==> src/rtl/mips_mem_pkg.sv <==
// Shared definitions for the unified IF/MEM RAM port: state encoding,
// default bus widths and requester identifiers.
package mips_mem_pkg;

    localparam int DEF_AW = 32;
    localparam int DEF_DW = 32;

    typedef enum logic [1:0] {
        IDLE     = 2'd0,
        BUSY_IF  = 2'd1,
        BUSY_MEM = 2'd2
    } arb_state_t;

    localparam logic REQ_IF  = 1'b0;
    localparam logic REQ_MEM = 1'b1;

endpackage

==> src/rtl/mem_grant_sel.sv <==
// Combinational grant decision: MEM has priority, but once IF has lost
// MAX_STARVE contended rounds in a row it is forced in.
module mem_grant_sel #(
    parameter int MAX_STARVE = 3,
    parameter int SW         = 2
) (
    input  logic          if_req,
    input  logic          mem_req,
    input  logic [SW-1:0] starve_cnt,
    output logic          grant_if,
    output logic          grant_mem,
    output logic [SW-1:0] starve_nxt
);

    logic starved;

    assign starved = (starve_cnt >= SW'(MAX_STARVE));

    always_comb begin
        grant_mem  = mem_req && (!if_req || !starved);
        grant_if   = if_req && !grant_mem;
        starve_nxt = starve_cnt;
        if (grant_if)
            starve_nxt = '0;
        // only a contended MEM win counts against IF; it can never pass MAX_STARVE
        else if (grant_mem && if_req)
            starve_nxt = starve_cnt + SW'(1);
    end

endmodule

==> src/rtl/mem_port_arbiter.sv <==
// Single-ported unified RAM shared by IF (fetch) and MEM (load/store):
// one access at a time, WAIT_STATES+1 RAM cycles, registered data + ready pulse.
module mem_port_arbiter
    import mips_mem_pkg::*;
#(
    parameter int AW          = DEF_AW,
    parameter int DW          = DEF_DW,
    parameter int WAIT_STATES = 1,
    parameter int MAX_STARVE  = 3
) (
    input  logic          clk,
    input  logic          rst_n,
    input  logic          if_req,
    input  logic [AW-1:0] if_addr,
    output logic [DW-1:0] if_rdata,
    output logic          if_ready,
    input  logic          mem_req,
    input  logic          mem_we,
    input  logic [AW-1:0] mem_addr,
    input  logic [DW-1:0] mem_wdata,
    output logic [DW-1:0] mem_rdata,
    output logic          mem_ready,
    output logic          ram_en,
    output logic          ram_we,
    output logic [AW-1:0] ram_addr,
    output logic [DW-1:0] ram_wdata,
    input  logic [DW-1:0] ram_rdata,
    output logic          busy,
    output logic          gnt_mem
);

    localparam int CW = (WAIT_STATES > 0) ? $clog2(WAIT_STATES + 1) : 1;
    localparam int SW = $clog2(MAX_STARVE + 1);

    arb_state_t    state, state_nxt;
    logic [CW-1:0] cnt;
    logic [SW-1:0] starve_cnt, starve_nxt;
    logic          grant_if, grant_mem;
    logic          gnt_id;
    logic          done;

    mem_grant_sel #(.MAX_STARVE(MAX_STARVE), .SW(SW)) u_sel (
        .if_req     (if_req),
        .mem_req    (mem_req),
        .starve_cnt (starve_cnt),
        .grant_if   (grant_if),
        .grant_mem  (grant_mem),
        .starve_nxt (starve_nxt)
    );

    assign gnt_id  = grant_mem ? REQ_MEM : REQ_IF;
    assign done    = (state != IDLE) && (cnt == '0);
    assign busy    = (state != IDLE);
    assign gnt_mem = (state == BUSY_MEM);

    always_ff @(posedge clk or negedge rst_n) begin
        if (!rst_n) state <= IDLE;
        else        state <= state_nxt;
    end

    always_comb begin
        state_nxt = state;
        case (state)
            IDLE: begin
                if (grant_mem)     state_nxt = BUSY_MEM;
                else if (grant_if) state_nxt = BUSY_IF;
            end
            BUSY_IF, BUSY_MEM: if (done) state_nxt = IDLE;
            default:           state_nxt = IDLE;
        endcase
    end

    // RAM controls are registered so they stay glitch-free for the whole access
    always_ff @(posedge clk or negedge rst_n) begin
        if (!rst_n) begin
            cnt        <= '0;
            starve_cnt <= '0;
            ram_en     <= 1'b0;
            ram_we     <= 1'b0;
            ram_addr   <= '0;
            ram_wdata  <= '0;
            if_rdata   <= '0;
            mem_rdata  <= '0;
            if_ready   <= 1'b0;
            mem_ready  <= 1'b0;
        end else begin
            if_ready  <= 1'b0;
            mem_ready <= 1'b0;
            if (state == IDLE) begin
                starve_cnt <= starve_nxt;
                if (grant_if || grant_mem) begin
                    ram_en    <= 1'b1;
                    ram_we    <= (gnt_id == REQ_MEM) ? mem_we : 1'b0;
                    ram_addr  <= (gnt_id == REQ_MEM) ? mem_addr : if_addr;
                    ram_wdata <= (gnt_id == REQ_MEM) ? mem_wdata : '0;
                    cnt       <= CW'(WAIT_STATES);
                end
            end else if (done) begin
                ram_en <= 1'b0;
                ram_we <= 1'b0;
                if (state == BUSY_MEM) begin
                    mem_ready <= 1'b1;
                    if (!ram_we) mem_rdata <= ram_rdata;
                end else begin
                    if_ready <= 1'b1;
                    if_rdata <= ram_rdata;
                end
            end else begin
                cnt <= cnt - 1'b1;
            end
        end
    end

endmodule

==> config.mk <==
export PLATFORM = sky130hd
export DESIGN_NAME = mem_port_arbiter
export DESIGN_NICKNAME = d
export VERILOG_FILES = /design/src/rtl/mips_mem_pkg.sv /design/src/rtl/mem_grant_sel.sv /design/src/rtl/mem_port_arbiter.sv
export SDC_FILE = /design/constraint.sdc
export NUM_CORES = 1
export LEC_CHECK = 0
export BUFFER_PORTS_ARGS = -buffer_cell sky130_fd_sc_hd__buf_2
export CAP_MARGIN = 25
export CORE_AREA = 2 2 121 123
export CTS_CLUSTER_DIAMETER = 50
export DETAILED_ROUTE_END_ITERATION = 8
export DIE_AREA = 0 0 123 125
export PLACE_DENSITY = 0.66
export SYNTH_ARGS = -nofsm -noshare
export SYNTH_HDL_FRONTEND = slang
export SYNTH_SLANG_ARGS = --single-unit
==> constraint.sdc <==
create_clock -name clk -period 4.41 [get_ports clk]
set_input_delay 0.2205 -clock clk [delete_from_list [all_inputs] [get_ports clk]]
set_output_delay 0.2205 -clock clk [all_outputs]
set_load 0.01 [all_outputs]
==> qor.csv <==
metric;value;unit
Synth top area share;0.616;
WHS Endpoint;ram_wdata[5];
crit-path max FO;25;
Reg2Reg Setup Slack;1.75;ns
postcts setup bufs;0;
worst slack at placement;1.72;ns
Syn-to-layout area delta;37.6;%
die span in x;123;um
VDD IR max;0.000354;V
YS warnings;0;
synth cell count leaders;dfrtp_1 (137), a21oi_1 (66), nor2_1 (37), nand2_1 (35);
Crit Reg-Reg Startpoint;state[0];
drt initial violations;224;
Worst-Skew Late Latency;0.41;ns
Seq/Total Area, Yosys;0.616;
IO Count;267;
static leakage;3.90;nW
cts bufs inserted;17;
Post-DP HPWL;10200;um
Post-synth EDFFs;0;
Hold Crit Class;input port to register;
multi-input logic area;1920;um2
sw frac;0.342;
vias per cell;4.96;
Core Box Area;14200;um2
Sequential Area;3430;um2
maxcap violations;0;
Setup crit end kind;register;
vias in the first global route;4528;
die area;15400;um2
Cell Area, Placed;7020;um2
fillers;1244;
final-report hold violation count;0;
crit share post-route;0.602;
post-CTS resize count;0;
floorplan row count;44;
R2R Path End;mem_rdata[27];
Clock transition at path regs;0.06;ns
Hold Slack;0.0258;ns
CTS Root Cell;clkbuf_16;
ys flop type;dfrtp_1;
leading area contributor after synthesis;dfrtp_1;
GRT overflow;0;
Synth area leaders;dfrtp_1 (62%), mux2_4 (8.1%), mux2_2 (6.9%);
Worst Max-Slew Pin Slew;0.977;ns
Worst Clk Skew;0.00619;ns
r2r worst-path depth;6;
net switching power figure;2.06;mW
Final Routed Wirelength;14500;um
crit path time final;2.66;ns
GRT Util Overall;0.191;
die height;125;um
CP Launch Type;register;
WHS Path Cells;2;
Max Freq;377;MHz
DR vias;4389;
Final setup violation count;0;
Antenna Violating Nets Remaining;0;
Synth Instances;424;
setup_tns;0;ns
GP Congestion;0.773;
Combinational Power Share;0.383;
Final Util;0.539;
# DRC;0;
first drt pass iteration count;4;
final net count;824;
status;finished, final reports clean;
number of I/O port buffers;266;
initial antenna violation count;2;
worst hold path startpoint;mem_wdata[5];
Net Count, Synth;560;
H-tree Lvls;4;
Worst Path Required;4.70;ns
Mean Syn Cell Area;13.1;um2
Hold-fix buffers, CTS;1;
Worst Setup Slack, final;1.75;ns
Critical Path AT;2.95;ns
Seq pwr share;0.372;
asr flop ratio synth;1.00;
relative slew slack;0.347;
critical path type;register to register;
internal cell power;3.98;mW
clock share of power;0.244;
largest net degree at the start of global routing;102;
RSZ-0062 raised after global routing;false;
Slew Limit Fails;0;
most frequent cell after synthesis;dfrtp_1;
Unique masters post-synth;28;
wire length per cell;16.4;um
Synth Cell Area;5570;um2
layout cells sized above 1;0.534;
design area;7660;um2
deepest clock path buffer count;2;
post-synthesis register bit count;137;
CTS tree;yes;
first-pass GRT wire length;23000;um
Starting Density;0.392;
# clock sinks;137;
Power Dens Cells;789;nW/um2
[layer usage]
layer,routed length [um],track usage
met1,6120,0.244
met2,6910,0.305
met3,1210,0.0575
met4,253,0.0682
met5,13,0
[worst max-delay path, cell delays in order (launching register included)]
cell,delay [ns]
dfrtp_1,0.35
inv_1,0.07
ha_1,0.36
nor3b_4,0.25
nor2b_4,0.83
buf_4,0.35
mux2_4,0.32
[cells in the final DEF, fill, tap and decap left out, drive strengths merged, types with 2 or more instances in the layout]
master and count:
nor3 4, ha 3, clkinvlp 3, nor2 38, bufinv 3, inv 5
dfrtp 137, clkinv 2, a22o 34, o21ai 3, buf 273, mux2 64
nand2 35, clkbuf 21, a21oi 66
[power by group through the flow]
stage	sequential (mW)	combinational (mW)	clock [mW]
2_1_floorplan	2.52	1.10	0
3_3_place_gp	2.24	2.25	0
3_5_place_dp	2.25	2.34	0
4_1_cts	2.25	2.35	1.51
5_1_grt	2.33	2.54	1.57
6_report	2.25	2.31	1.48
[through the flow]
step	instances	total power [mW]
after CTS	884	6.11
after global routing	885	6.44
after detailed placement	852	4.60
after global placement	850	4.49
after floorplan	424	3.62
final	885	6.04
[worst max-delay path by stage]
| stage | start | end | slack, ns | depth (start not counted) |
|---|---|---|---|---|
| after CTS | state[0] | mem_rdata[27] | 1.72 | 6 |
| after global placement | state[0] | mem_rdata[19] | 1.82 | 6 |
| after detailed placement | state[0] | mem_rdata[27] | 1.72 | 6 |
| final | state[0] | mem_rdata[27] | 1.75 | 6 |
| after floorplan | state[0] | mem_rdata[10] | 2.66 | 7 |
| after global routing | state[0] | mem_rdata[27] | 1.56 | 6 |
[cell type report]
type / count / share of cell area
Antenna cell: 1 / 0.000327
Clock buffer: 21 / 0.0628
Clock inverter: 10 / 0.0183
Inverter: 3 / 0.00147
Multi-Input combinational cell: 255 / 0.251
Sequential cell: 137 / 0.448
Tap cell: 184 / 0.0301
Timing Repair Buffer: 274 / 0.188
[kinds of logic after synthesis]
family	after synthesis	share of synthesized area
adders and majority gates	3	0.00675
DFF	137	0.616
and+or+nand+nor	79	0.0621
muxes	64	0.150
AOI/OAI and AO/OA	109	0.125
buffers and inverters	32	0.0405
[registers in the layout, summed over array words and instances (netlist names)]
| register | count |
|---|---|
| starve_cnt | 2 |
| mem_ready | 1 |
| ram_we | 1 |
| cnt | 1 |
| mem_rdata | 32 |
| ram_addr | 32 |
| state | 2 |
| ram_wdata | 32 |
| ram_en | 1 |
| if_rdata | 32 |
| if_ready | 1 |
(Power assumes the default switching activity.)
